### src/rtl/sym_frame_arbiter.sv
// Frame-granular round-robin arbiter feeding one shared 2-bit-symbol unpacker
// from two byte sources; keeps the grant until the frame's symbols have drained.
module sym_frame_arbiter #(
    parameter int FRAME_BYTES = 16,
    parameter int CNT_W       = 8
) (
    input  logic       clk,
    input  logic       rst,
    input  logic       ch0_valid,
    input  logic [7:0] ch0_byte,
    output logic       ch0_ready,
    input  logic       ch1_valid,
    input  logic [7:0] ch1_byte,
    output logic       ch1_ready,
    output logic       out_valid,
    output logic [7:0] out_byte,
    input  logic       out_ready,
    input  logic       sym_fire,
    output logic       active_ch,
    output logic       busy,
    output logic       frame_start,
    output logic       frame_done,
    output logic       err_underflw
);

    typedef enum logic [1:0] {
        IDLE  = 2'd0,
        XFER  = 2'd1,
        DRAIN = 2'd2
    } state_e;

    localparam logic [CNT_W-1:0] LAST_BYTE = CNT_W'(FRAME_BYTES - 1);

    state_e           state_q, state_d;
    logic             rr_q, rr_d;
    logic             active_q, active_d;
    logic [CNT_W-1:0] byte_cnt_q, byte_cnt_d;
    logic [3:0]       pending_q, pending_d;
    logic             frame_start_q, frame_start_d;
    logic             frame_done_q, frame_done_d;
    logic             err_q, err_d;
    logic             byte_hs;
    logic             grant;

    // Datapath mux: only the granted channel sees out_ready, and only while in XFER.
    always_comb begin
        ch0_ready = 1'b0;
        ch1_ready = 1'b0;
        out_valid = 1'b0;
        out_byte  = '0;
        if (state_q == XFER) begin
            if (!active_q) begin
                out_valid = ch0_valid;
                ch0_ready = out_ready;
                if (ch0_valid) out_byte = ch0_byte;
            end else begin
                out_valid = ch1_valid;
                ch1_ready = out_ready;
                if (ch1_valid) out_byte = ch1_byte;
            end
        end
    end

    assign byte_hs = out_valid & out_ready;
    assign grant   = rr_q ? ch1_valid : ~ch0_valid;

    always_comb begin
        state_d       = state_q;
        rr_d          = rr_q;
        active_d      = active_q;
        byte_cnt_d    = byte_cnt_q;
        pending_d     = pending_q;
        frame_start_d = 1'b0;
        frame_done_d  = 1'b0;
        err_d         = err_q;

        // Symbol credit tracking runs in every state, independent of the FSM.
        case ({byte_hs, sym_fire})
            2'b10: pending_d = pending_q + 4'd4;
            2'b11: pending_d = pending_q + 4'd3;
            2'b01: begin
                if (pending_q == 4'd0) err_d = 1'b1;
                else                   pending_d = pending_q - 4'd1;
            end
            default: pending_d = pending_q;
        endcase

        case (state_q)
            IDLE: begin
                if (ch0_valid || ch1_valid) begin
                    state_d       = XFER;
                    active_d      = grant;
                    frame_start_d = 1'b1;
                    byte_cnt_d    = '0;
                end
            end
            XFER: begin
                if (byte_hs) begin
                    if (byte_cnt_q == LAST_BYTE) begin
                        state_d    = DRAIN;
                        byte_cnt_d = '0;
                    end else begin
                        byte_cnt_d = byte_cnt_q + CNT_W'(1);
                    end
                end
            end
            DRAIN: begin
                if ((pending_q == 4'd0) || ((pending_q == 4'd1) && sym_fire)) begin
                    state_d      = IDLE;
                    frame_done_d = 1'b1;
                    rr_d         = ~active_q;
                end
            end
            default: state_d = IDLE;
        endcase
    end

    always_ff @(posedge clk) begin
        if (rst) begin
            state_q       <= IDLE;
            rr_q          <= 1'b0;
            active_q      <= 1'b0;
            byte_cnt_q    <= '0;
            pending_q     <= '0;
            frame_start_q <= 1'b0;
            frame_done_q  <= 1'b0;
            err_q         <= 1'b0;
        end else begin
            state_q       <= state_d;
            rr_q          <= rr_d;
            active_q      <= active_d;
            byte_cnt_q    <= byte_cnt_d;
            pending_q     <= pending_d;
            frame_start_q <= frame_start_d;
            frame_done_q  <= frame_done_d;
            err_q         <= err_d;
        end
    end

    assign active_ch    = active_q;
    assign busy         = (state_q != IDLE);
    assign frame_start  = frame_start_q;
    assign frame_done   = frame_done_q;
    assign err_underflw = err_q;

endmodule

### config.mk
export PLATFORM = sky130hd
export DESIGN_NAME = sym_frame_arbiter
export DESIGN_NICKNAME = d
export VERILOG_FILES = /design/src/rtl/sym_frame_arbiter.sv
export SDC_FILE = /design/constraint.sdc
export NUM_CORES = 1
export LEC_CHECK = 0
export CORE_MARGIN = 8
export CORE_UTILIZATION = 28
export CTS_BUF_LIST = sky130_fd_sc_hd__clkbuf_8
export DETAILED_ROUTE_END_ITERATION = 10
export PLACE_DENSITY = 0.54
export SETUP_SLACK_MARGIN = 0.3
export SYNTH_ARGS = -nofsm -noshare
export SYNTH_HDL_FRONTEND = slang
export SYNTH_SLANG_ARGS = --single-unit
### constraint.sdc
create_clock -name clk -period 3.9 [get_ports clk]
set_input_delay 0.78 -clock clk [delete_from_list [all_inputs] [get_ports clk]]
set_output_delay 0.78 -clock clk [all_outputs]
set_load 0.01 [all_outputs]
# --- After elaboration in Yosys (flattened, before gate mapping) ---
# Index checks and enable logic that the tools add are counted.
classes:
  n_mux: 24
  reduce_logical: 16
  div: 0
  multipliers: 0
  bitwise_logic: 5
  add_sub_neg: 4
  shifts: 0
  eq_ne: 12
  order_cmp: 0
op_table:
  columns: ["operator", "n"]
  rows:
  - ["8-bit two-way mux", 7]
  - ["8-bit case mux with 2 select lines", 1]
  - ["4-bit case mux with 3 select lines", 1]
  - ["1-bit two-way mux", 9]
  - ["8-bit by 1-bit adder with 8-bit output (second input constant)", 1]
  - ["8-bit by 4-bit equality test with 1-bit output (second input constant)", 1]
  - ["2-bit two-way mux", 4]
  - ["2-bit != test (second input constant)", 4]
  - ["2-bit AND reduction", 4]
  - ["2-bit equality test (second input constant)", 3]
  - ["2-bit case mux with 3 select lines", 1]
  - ["4-bit by 2-bit adder with 4-bit output (second input constant)", 1]
  - ["4-bit by 3-bit adder with 4-bit output (second input constant)", 1]
  - ["2-bit by 1-bit equality test with 1-bit output (second input constant)", 2]
  - ["4-bit by 1-bit equality test with 1-bit output (second input constant)", 1]
  - ["4-bit logical NOT", 1]
  - ["4-bit two-way mux", 1]
  - ["1-bit inverter", 4]
  - ["4-bit AND reduction", 1]
  - ["2-bit nonzero test", 2]
  - ["2-bit OR reduction", 2]
  - ["4-bit by 1-bit subtractor with 4-bit output (second input constant)", 1]
  - ["3-bit AND reduction", 1]
  - ["3-bit nonzero test", 1]
  - ["other kinds (5)", 6]
totals:
  ff_bits: 19
  input_bits: 22
  romBits: 0
  latch_bits: 0
  ramBits: 0
  n_memories: 0

# --- Longest topological paths before layout ---
depth:
  word_depth: 6
  depth_mapped: 6
  mapped_depth_nobuf: 6

# --- Worst setup path before layout ---
# Ideal clock, no wire load.
synth_timing:
  kind: "input to output"
  from: "in ch0_valid"
  to: "out out_byte[1]"
  stages: 4
  setup_slack_ns: 1.716
  arrival_time_ns: 1.404
  path_cell_list: "nor2b_1 > clkbuf_1 > a22oi_1 > nor2_1"
synth_via:
  elab_chain_cells: 3
synth_rtl:
  columns: ["item", "line_no", "text"]
  rows:
  - ["start, declared", "9", "input logic ch0_valid,"]
  - ["8-bit two-way mux", "55", "if (ch0_valid) out_byte = ch0_byte;"]
  - ["8-bit two-way mux", "52", "if (!active_q) begin"]
  - ["8-bit two-way mux", "51", "if (state_q == XFER) begin"]
  - ["end, declared", "16", "output logic [7:0] out_byte,"]
# Every way passes these cells.

# --- Final worst setup path ---
layout_timing:
  from: "in ch0_valid"
  to: "out out_byte[3]"
# Same word-level chain as after synthesis.

==> results.md <==
- Cell variety after synth: 41
- Cell accounting for the most synthesized area: dfxtp_1
- Max_slew headroom: 53.1%
- Longest Clk Path Bufs: 2
- Critical Path RT: 3.12 ns
- Post-Syn Area: 0.00115 sq mm
- Power Dens Cells: 354 mW/mm^2
- Ordered list of cells on the worst path: clkdlybuf4s50_1 > nor2b_2 > a22oi_1 > nor2_1 > clkdlybuf4s50_1
- Mean post-synth cell area: 7.79 sq um
- Max-cap violations: 0
- Setup Buffers After CTS: 0
- Hold buffer count at cts: 0
- Number of global-route vias before repair: 1,126
- Synthesized Nets: 175
- Combinational power share: 36.4%
- Antenna Violating Nets Remaining: 0
- Iteration-0 DRC Markers: 83
- P_int: 383 uW
- Crit Path Class: primary input to output port
- Sink Count: 19
- Status: complete, no violations
- Setup TNS: 0 ns
- Clock power share: 23.7%
- Leakage: 0.000590 uW
- Min Tclk post-route: 3.34 ns
- GRT overflow: 0
- Wire length per cell: 14.5 um
- Final Hold Fails: 0
- Reg clk slew, reported paths: 0.07 ns
- Sequential Power Share: 39.9%
- Initial Utilization: 29.0%
- Top post-synthesis cells by count: nor2_1, dfxtp_1, a21oi_1
- Vias per cell: 5.10
- Synth-to-Final Area Change: 39.0%
- Most common cell in the netlist: nor2_1
- Slew @ Worst Pin: 0.696 ns
- Antenna Cells: 0
- Maximum vdd drop: 180 uV
- Most used cell, CP: clkdlybuf4s50_1
- Register area share after synthesis: 33.0%
- Placed instance area: 0.00155 sq mm
- Asr flop ratio synth: 0%
- Crit-path leading delay family: buffers and inverters
- Net switching power figure: 184 uW
- Row count: 23
- Hold crit path type: flip-flop to flip-flop
- Register bit total from synthesis: 19
- Root Buffer: clkbuf_8
- RSZ-0062 raised after global routing: false
- F_max: 300 MHz
- H-tree depth: 1
- Critical Path End Type: output port
- DIE WIDTH: 80.2 um
- Die area: 0.00642 sq mm
- Initial antenna violation count: 0
- Port Buffer Count: 37
- RD Place Congestion: 0.803
- Share of cells above drive strength 1: 3.85%
- DP Wirelength: 2600 um
- TritonCTS clock tree: done
- Ys flop type: dfxtp_1
- CP bufs+invs: 2
- Post-Route WL: 3350 um
- Worst-path fanout max: 8
- Synth top area cells: dfxtp_1, nor2_1, ha_1
- Layout Cells excl Fill: 232
- CTS resizes: 0
- Finish-stage setup viols: 0
- Core area: 0.00397 sq mm
- DR vias: 1,184
- Initial DRT Pass Iterations: 6
- Final nets: 210
- Yosys warning count: 0
- Slowest CP cell: clkdlybuf4s50_1
- Residual DRC count: 0
- Clock latency on the worst-skew pair: 0.25 ns
- Finished Cell Area: 0.00160 sq mm
- Data arrival time of the critical path: 2.56 ns
- Post-synth EDFFs: 0
- Cts bufs inserted: 3
- Largest stage delay, worst path: 0.59 ns
- Sw frac: 32.5%
- Largest net degree at the start of global routing: 15
- Critical path startpoint category: primary input
- Die Y: 80.2 um
- Setup Skew: 0.00361 ns
- First-pass GRT wire length: 5380 um
- Slew Limit Fails: 0
- Cells after DPL: 228
- Total GRT Usage: 10.3%
- Ports: 38
- Period utilization: 85.6%
- Syn Inst Count: 148
- Post-synth top area share: 33.0%
flip-flops by register name, indices dropped and copies added (netlist names):
name / count
byte_cnt_q: 8
pending_q: 4
state_q: 2
active_ch: 1
err_underflw: 1
frame_done: 1
frame_start: 1
rr_q: 1
final timing paths:
kind	cells after the start	slack, ns	to	start
setup / recovery	5	0.56	out_byte[3]	ch0_valid
hold / removal	2	0.48	err_underflw$_SDFFE_PP0P_	err_underflw$_SDFFE_PP0P_
setup reg to reg	4	1.88	byte_cnt_q[3]$_SDFFE_PP0P_	active_ch$_SDFFE_PP0P_
hold reg to reg	2	0.48	err_underflw$_SDFFE_PP0P_	err_underflw$_SDFFE_PP0P_
per-stage QoR:
step	hold slack, ns	setup slack, ns	utilization, %	power [uW]
floorplan	0.454	1.72	-	363
global placement	0.454	0.446	39.1	431
detailed placement	0.469	0.393	39.1	436
CTS	0.487	0.384	40.3	576
global route	0.506	0.431	40.3	617
finish	0.478	0.562	40.3	567
layer usage:
| layer | GRT usage (%) | wire length, um | up-vias |
|---|---|---|---|
| met1 | 13.1 | 1550 | 559 |
| met3 | 3.57 | 155 | 2 |
| met4 | 1.64 | 10 | 0 |
| met2 | 16.7 | 1640 | 22 |
| met5 | 0 | 0 | - |
| li1 | - | - | 601 |
cell type report:
type,instances,area [sq um]
Clock buffer,3,41.3
Clock inverter,1,3.75
Fill cell,422,2370
Inverter,8,30.0
Multi-Input combinational cell,114,713
Sequential cell,19,380
Tap cell,50,62.6
Timing Repair Buffer,37,370
cell usage in the layout, fill, tap and decap left out, drive strengths merged, types with 2 or more instances in the layout:
cell            n
nor2b           2
and3            3
inv             9
o21ai           6
a32oi           2
nor2           24
mux2i           2
ha              5
or3             5
nand2b          3
a22oi           7
clkdlybuf4s50  37
dfxtp          19
nor3            4
and2            2
a31oi           2
a21o            2
xor2            2
nand2           9
nand3           6
a21oi          11
clkbuf          3
power by group through the flow:
stage	combinational, uW	clock (uW)	sequential (uW)
after floorplan	135	0	228
after global placement	201	0	231
after detailed placement	206	0	230
after CTS	208	142	226
after global routing	233	155	229
final	206	134	226
worst register-to-register path: cells and delay by family, from the launching register on:
family | cells | cell delay [ns]
compound gates | 3 | 1.06
mux | 1 | 0.37
flops | 1 | 0.52
cell families after synthesis:
family,share of synthesized area [%]
mux,4.67
buf+inv,5.32
simple gates,27.4
compound gates,22.7
xor+xnor,1.52
fa+ha+maj,5.43
flops,33.0
Power figures use the tool's default switching activity.
